### config.mk
export PLATFORM = sky130hd
export DESIGN_NAME = alu_issue_ctrl
export DESIGN_NICKNAME = d
export VERILOG_FILES = /design/src/rtl/alu_issue_ctrl.sv
export SDC_FILE = /design/constraint.sdc
export NUM_CORES = 1
export LEC_CHECK = 0
export CAP_MARGIN = 20
export CELL_PAD_IN_SITES_DETAIL_PLACEMENT = 2
export CELL_PAD_IN_SITES_GLOBAL_PLACEMENT = 2
export CORE_MARGIN = 2
export CORE_UTILIZATION = 41
export DETAILED_ROUTE_END_ITERATION = 8
export MAX_ROUTING_LAYER = met4
export PLACE_DENSITY_LB_ADDON = 0.15
export SYNTH_ARGS = -nofsm -noshare
export SYNTH_HDL_FRONTEND = slang
export SYNTH_SLANG_ARGS = --single-unit
export TNS_END_PERCENT = 20
### constraint.sdc
create_clock -name clk -period 4 [get_ports clk]
set_input_delay 0.6 -clock clk [delete_from_list [all_inputs] [get_ports clk]]
set_output_delay 0.6 -clock clk [all_outputs]
set_load 0.1 [all_outputs]
### src/rtl/alu_issue_ctrl.sv
// Command FIFO plus a three-state issue controller that drives an ALU and holds each result until it is consumed.
// Optional build macro ALU_ISSUE_TIMEOUT_EN adds an ISSUE watchdog and the err_to output.
module alu_issue_ctrl #(
   parameter int PA_DATA_WIDTH = 32,
   parameter int PA_FNCT_SEL   = 9,
   parameter int PA_FIFO_DEPTH = 4
) (
   input  logic                              clk,
   input  logic                              rst_b,
   input  logic                              cmd_vld,
   output logic                              cmd_rdy,
   input  logic [PA_DATA_WIDTH-1:0]          cmd_a,
   input  logic [PA_DATA_WIDTH-1:0]          cmd_b,
   input  logic [PA_FNCT_SEL-1:0]            cmd_fnct,
   output logic [PA_DATA_WIDTH-1:0]          inp_a,
   output logic [PA_DATA_WIDTH-1:0]          inp_b,
   output logic [PA_FNCT_SEL-1:0]            fnct_sel,
   output logic                              alu_req,
   input  logic [PA_DATA_WIDTH-1:0]          alu_output,
   input  logic                              cf,
   input  logic                              zf,
   input  logic                              nf,
   input  logic                              vf,
   input  logic                              alu_ack,
   output logic                              res_vld,
   input  logic                              res_rdy,
   output logic [PA_DATA_WIDTH-1:0]          res_data,
   output logic [3:0]                        res_flags,
`ifdef ALU_ISSUE_TIMEOUT_EN
   output logic                              err_to,
`endif
   output logic [$clog2(PA_FIFO_DEPTH):0]    fifo_level
);

   localparam int PW = $clog2(PA_FIFO_DEPTH);
   localparam int LW = PW + 1;
   localparam int EW = 2*PA_DATA_WIDTH + PA_FNCT_SEL;

   typedef enum logic [1:0] {IDLE, ISSUE, HOLD} state_t;

   state_t                   state_reg, state_next;
   logic [EW-1:0]            mem [PA_FIFO_DEPTH];
   logic [PW-1:0]            wr_ptr_reg, rd_ptr_reg;
   logic [LW-1:0]            level_reg;
   logic                     ready_en_reg;
   logic [PA_DATA_WIDTH-1:0] op_a_reg, op_b_reg;
   logic [PA_FNCT_SEL-1:0]   op_f_reg;
   logic [PA_DATA_WIDTH-1:0] res_data_reg;
   logic [3:0]               res_flags_reg;
   logic                     fifo_push, fifo_pop, res_cap, to_fire;

   // ready_en_reg keeps cmd_rdy low until the first edge after reset release
   assign cmd_rdy    = ready_en_reg && (level_reg < LW'(PA_FIFO_DEPTH));
   assign fifo_push  = cmd_vld && cmd_rdy;
   assign fifo_level = level_reg;
   assign inp_a      = op_a_reg;
   assign inp_b      = op_b_reg;
   assign fnct_sel   = op_f_reg;
   assign alu_req    = (state_reg == ISSUE);
   assign res_vld    = (state_reg == HOLD);
   assign res_data   = res_data_reg;
   assign res_flags  = res_flags_reg;

`ifdef ALU_ISSUE_TIMEOUT_EN
   logic [7:0] wd_reg;
   logic       err_reg;
   logic       wd_expired;

   // 255th consecutive ISSUE cycle without an acknowledge
   assign wd_expired = (wd_reg == 8'd254);
   assign err_to     = err_reg;

   always_ff @(posedge clk or negedge rst_b) begin
      if (!rst_b) begin
         wd_reg  <= '0;
         err_reg <= 1'b0;
      end else begin
         wd_reg <= (state_reg == ISSUE && state_next == ISSUE) ? wd_reg + 8'd1 : 8'd0;
         if (to_fire)
            err_reg <= 1'b1;
         else if (state_reg == HOLD && res_rdy)
            err_reg <= 1'b0;
      end
   end
`else
   logic wd_expired;
   assign wd_expired = 1'b0;
`endif

   always_comb begin
      state_next = state_reg;
      fifo_pop   = 1'b0;
      res_cap    = 1'b0;
      to_fire    = 1'b0;
      case (state_reg)
         IDLE: begin
            if (level_reg != '0) begin
               fifo_pop   = 1'b1;
               state_next = ISSUE;
            end
         end
         ISSUE: begin
            if (alu_ack) begin
               res_cap    = 1'b1;
               state_next = HOLD;
            end else if (wd_expired) begin
               to_fire    = 1'b1;
               state_next = HOLD;
            end
         end
         HOLD: begin
            if (res_rdy) begin
               if (level_reg != '0) begin
                  fifo_pop   = 1'b1;
                  state_next = ISSUE;
               end else begin
                  state_next = IDLE;
               end
            end
         end
         default: state_next = IDLE;
      endcase
   end

   // Storage array carries no reset so it can map to RAM
   always_ff @(posedge clk) begin
      if (fifo_push)
         mem[wr_ptr_reg] <= {cmd_a, cmd_b, cmd_fnct};
   end

   always_ff @(posedge clk or negedge rst_b) begin
      if (!rst_b) begin
         state_reg     <= IDLE;
         wr_ptr_reg    <= '0;
         rd_ptr_reg    <= '0;
         level_reg     <= '0;
         ready_en_reg  <= 1'b0;
         op_a_reg      <= '0;
         op_b_reg      <= '0;
         op_f_reg      <= '0;
         res_data_reg  <= '0;
         res_flags_reg <= '0;
      end else begin
         state_reg    <= state_next;
         ready_en_reg <= 1'b1;
         if (fifo_push)
            wr_ptr_reg <= wr_ptr_reg + PW'(1);
         if (fifo_pop) begin
            rd_ptr_reg                     <= rd_ptr_reg + PW'(1);
            {op_a_reg, op_b_reg, op_f_reg} <= mem[rd_ptr_reg];
         end
         case ({fifo_push, fifo_pop})
            2'b10:   level_reg <= level_reg + LW'(1);
            2'b01:   level_reg <= level_reg - LW'(1);
            default: level_reg <= level_reg;
         endcase
         if (res_cap) begin
            res_data_reg  <= alu_output;
            res_flags_reg <= {cf, zf, nf, vf};
         end else if (to_fire) begin
            res_data_reg  <= '0;
            res_flags_reg <= 4'b0000;
         end
      end
   end

endmodule

==> impl_metrics.json <==
{
  "fmax_mhz": 320,
  "antenna_found_initial": 3,
  "outcome": "finished, final reports clean",
  "clockRootBuffer": "clkbuf_16",
  "cts_tree": "built",
  "syn_inst": 659,
  "worstPathMaxFanout": 6,
  "drt-vias-per-instance": 5.12,
  "yosysWarnings": 0,
  "slowest_delay_ns": 1.21,
  "port_buffers": 228,
  "startpoint_type": "flip-flop",
  "fill_cells": 3073,
  "final_cell_mix": "292 x edfxtp_1, 227 x clkdlybuf4s50_1, 117 x dfrtp_1, 110 x mux2_2, 73 x mux4_2",
  "maxCapViolCount": 0,
  "hold_buffers": 0,
  "relSlewSlack_pct": 28.3,
  "cts_max_level": 2,
  "place_ws_ns": 1.14,
  "syn_area_per_cell_um2": 22.9,
  "crit_family": "buffers and inverters",
  "multi_input_area_um2": 3160,
  "totalWireLength_um": 35000,
  "io_pins": 229,
  "yosysUniqueCellTypes": 28,
  "dieArea_um2": 38400,
  "finish.utilization_pct": 53.2,
  "fin_ws_ns": 0.873,
  "cts.sinks": 411,
  "drc_errors": 0,
  "synth_nets": 779,
  "grt_setup_unrepaired": "no",
  "largest-register": "mem",
  "yosysTopAreaCell": "edfxtp_1",
  "die_height_um": 196,
  "place_hpwl_um": 21600,
  "worstPathArrival_ns": 2.53,
  "num_rows": 70,
  "drive_gt1_share_pct": 27.3,
  "drv_slew": 0,
  "routedWlPerCell_um": 24.6,
  "start_util_pct": 41.4,
  "dr.pass1.iters": 4,
  "finalHoldViolations": 0,
  "worst_clock_skew_ns": 0.0113,
  "grtUsageTotal_pct": 19.2,
  "post_cts.repair.setup_buffers": 0,
  "required_ns": 3.40,
  "tns_ns": 0,
  "worstMarginPinSlew_ns": 1.07,
  "cts_buffer_depth": 3,
  "final_nets": 1037,
  "ctsResizeCount": 0,
  "synth.area.top_cells": "edfxtp_1 58%, dfrtp_1 20%, mux4_2 11%",
  "seq_area_frac_synth_pct": 77.9,
  "netlist.area_leader.share_pct": 58.1,
  "layout_commonest_cell": "edfxtp_1",
  "cts_buffers": 43,
  "fin_crit_ns": 3.13,
  "drtIter0Drc": 361,
  "via_count": 7283,
  "coreArea_um2": 36400,
  "postRouteAntennaNets": 0,
  "placedCellCount": 1338,
  "clock_latency_ns": 0.53,
  "syn_area_um2": 15100,
  "cp_slowest_cell": "clkdlybuf4s50_1",
  "seq_area_um2": 11800,
  "grt_max_degree": 98,
  "overflow": 0,
  "critPathBufInv": 1,
  "hold_class": "input pin to asynchronous set/reset pin",
  "worstPathCellList": "nor2b_1, clkdlybuf4s50_1",
  "largest_register_ffs": 292,
  "cp-end-kind": "output pin",
  "grt_first_pass_wirelength_um": 53600,
  "synth_seq_cells": 411,
  "finalCritPeriodShare_pct": 78.2,
  "gp_congestion": 0.746,
  "die_x_um": 196,
  "clk_pin_slew_ns": 0.06,
  "setup_viol": 0,
  "critPathKind": "flip-flop to output pin",
  "layoutNonFillerInstCount": 1422,
  "area_growth_pct": 28.5,
  "grt_pass1_vias": 8424
}
-- final cells by class --
| type | count | share of cell area (%) |
|---|---|---|
| timing repair buffer | 240 | 12.7 |
| sequential | 411 | 60.6 |
| inverter | 8 | 0.155 |
| clock buffer | 67 | 6.44 |
| tap | 468 | 3.02 |
| clock inverter | 12 | 0.665 |
| antenna | 3 | 0.0387 |
| multi-input combinational | 213 | 16.3 |
-- worst reg2reg max path: cells and delay by family, from the launching register on --
| family | cells | cell delay [ns] |
|---|---|---|
| flops | 1 | 0.44 |
| simple gates | 2 | 1.05 |
| buf+inv | 1 | 0.46 |
-- cell usage after synthesis --
cell      number
edfxtp_1     292
dfrtp_1      119
mux2_2       110
mux4_2        73
buf_2         12
inv_1          8
buf_6          6
ha_1           5
and3_1         4
buf_4          4
xor2_1         4
clkbuf_1       3
buf_1          2
nor2b_1        2
xnor2_1        2
a21o_1         1
and2_1         1
and2b_1        1
conb_1         1
fa_1           1
mux2i_1        1
nand2_2        1
nand2b_1       1
nor2_1         1
nor3_1         1
nor3_2         1
nor4b_1        1
o21ai_0        1
-- worst paths after layout --
check,start,slack (ns),cells past startpoint,to
max in group asynchronous,rst_b,2.83,2,inp_a[28]$_DFFE_PN0P_
worst min register to register,res_data[5]$_DFFE_PN0P_,0.51,1,res_data[5]$_DFFE_PN0P_
worst max register to register,fifo_level[2]$_DFFE_PN0P_,1.71,3,mem[3][27]$_DFFE_PP_
worst max-delay path,fifo_level[2]$_DFFE_PN0P_,0.87,2,cmd_rdy
min in group clk,res_data[5]$_DFFE_PN0P_,0.51,1,res_data[5]$_DFFE_PN0P_
worst min-delay path,rst_b,0.16,1,inp_b[1]$_DFFE_PN0P_
-- metrics by stage --
stage	hold slack [ns]	cell area [um^2]
6_report	0.158	19400
3_5_place_dp	0.496	17900
3_3_place_gp	0.485	17900
2_1_floorplan	0.304	15100
5_1_grt	0.252	19400
4_1_cts	0.246	19300
-- metal layers --
layer | share of wire (%) | global-route usage (%)
met4 | 1.6 | 4.60
met2 | 52 | 32.0
met5 | 0 | -
met3 | 4.5 | 3.71
met1 | 42 | 24.6
-- cells by family (layout without fill, tap and decap cells) --
logic type | count (synthesis) | in the layout | share of synthesized area, %
other cells | 1 | 4 | 0.0249
fa+ha+maj | 6 | 6 | 0.547
mux | 184 | 184 | 19.2
flops | 411 | 411 | 77.9
xor+xnor | 6 | 6 | 0.348
buf+inv | 35 | 327 | 1.37
compound gates | 2 | 2 | 0.0829
simple gates | 14 | 14 | 0.605
Power is left out: the tool's default activity adds up to more than one toggle a clock period on the data nets, which glitch-free logic cannot reach.
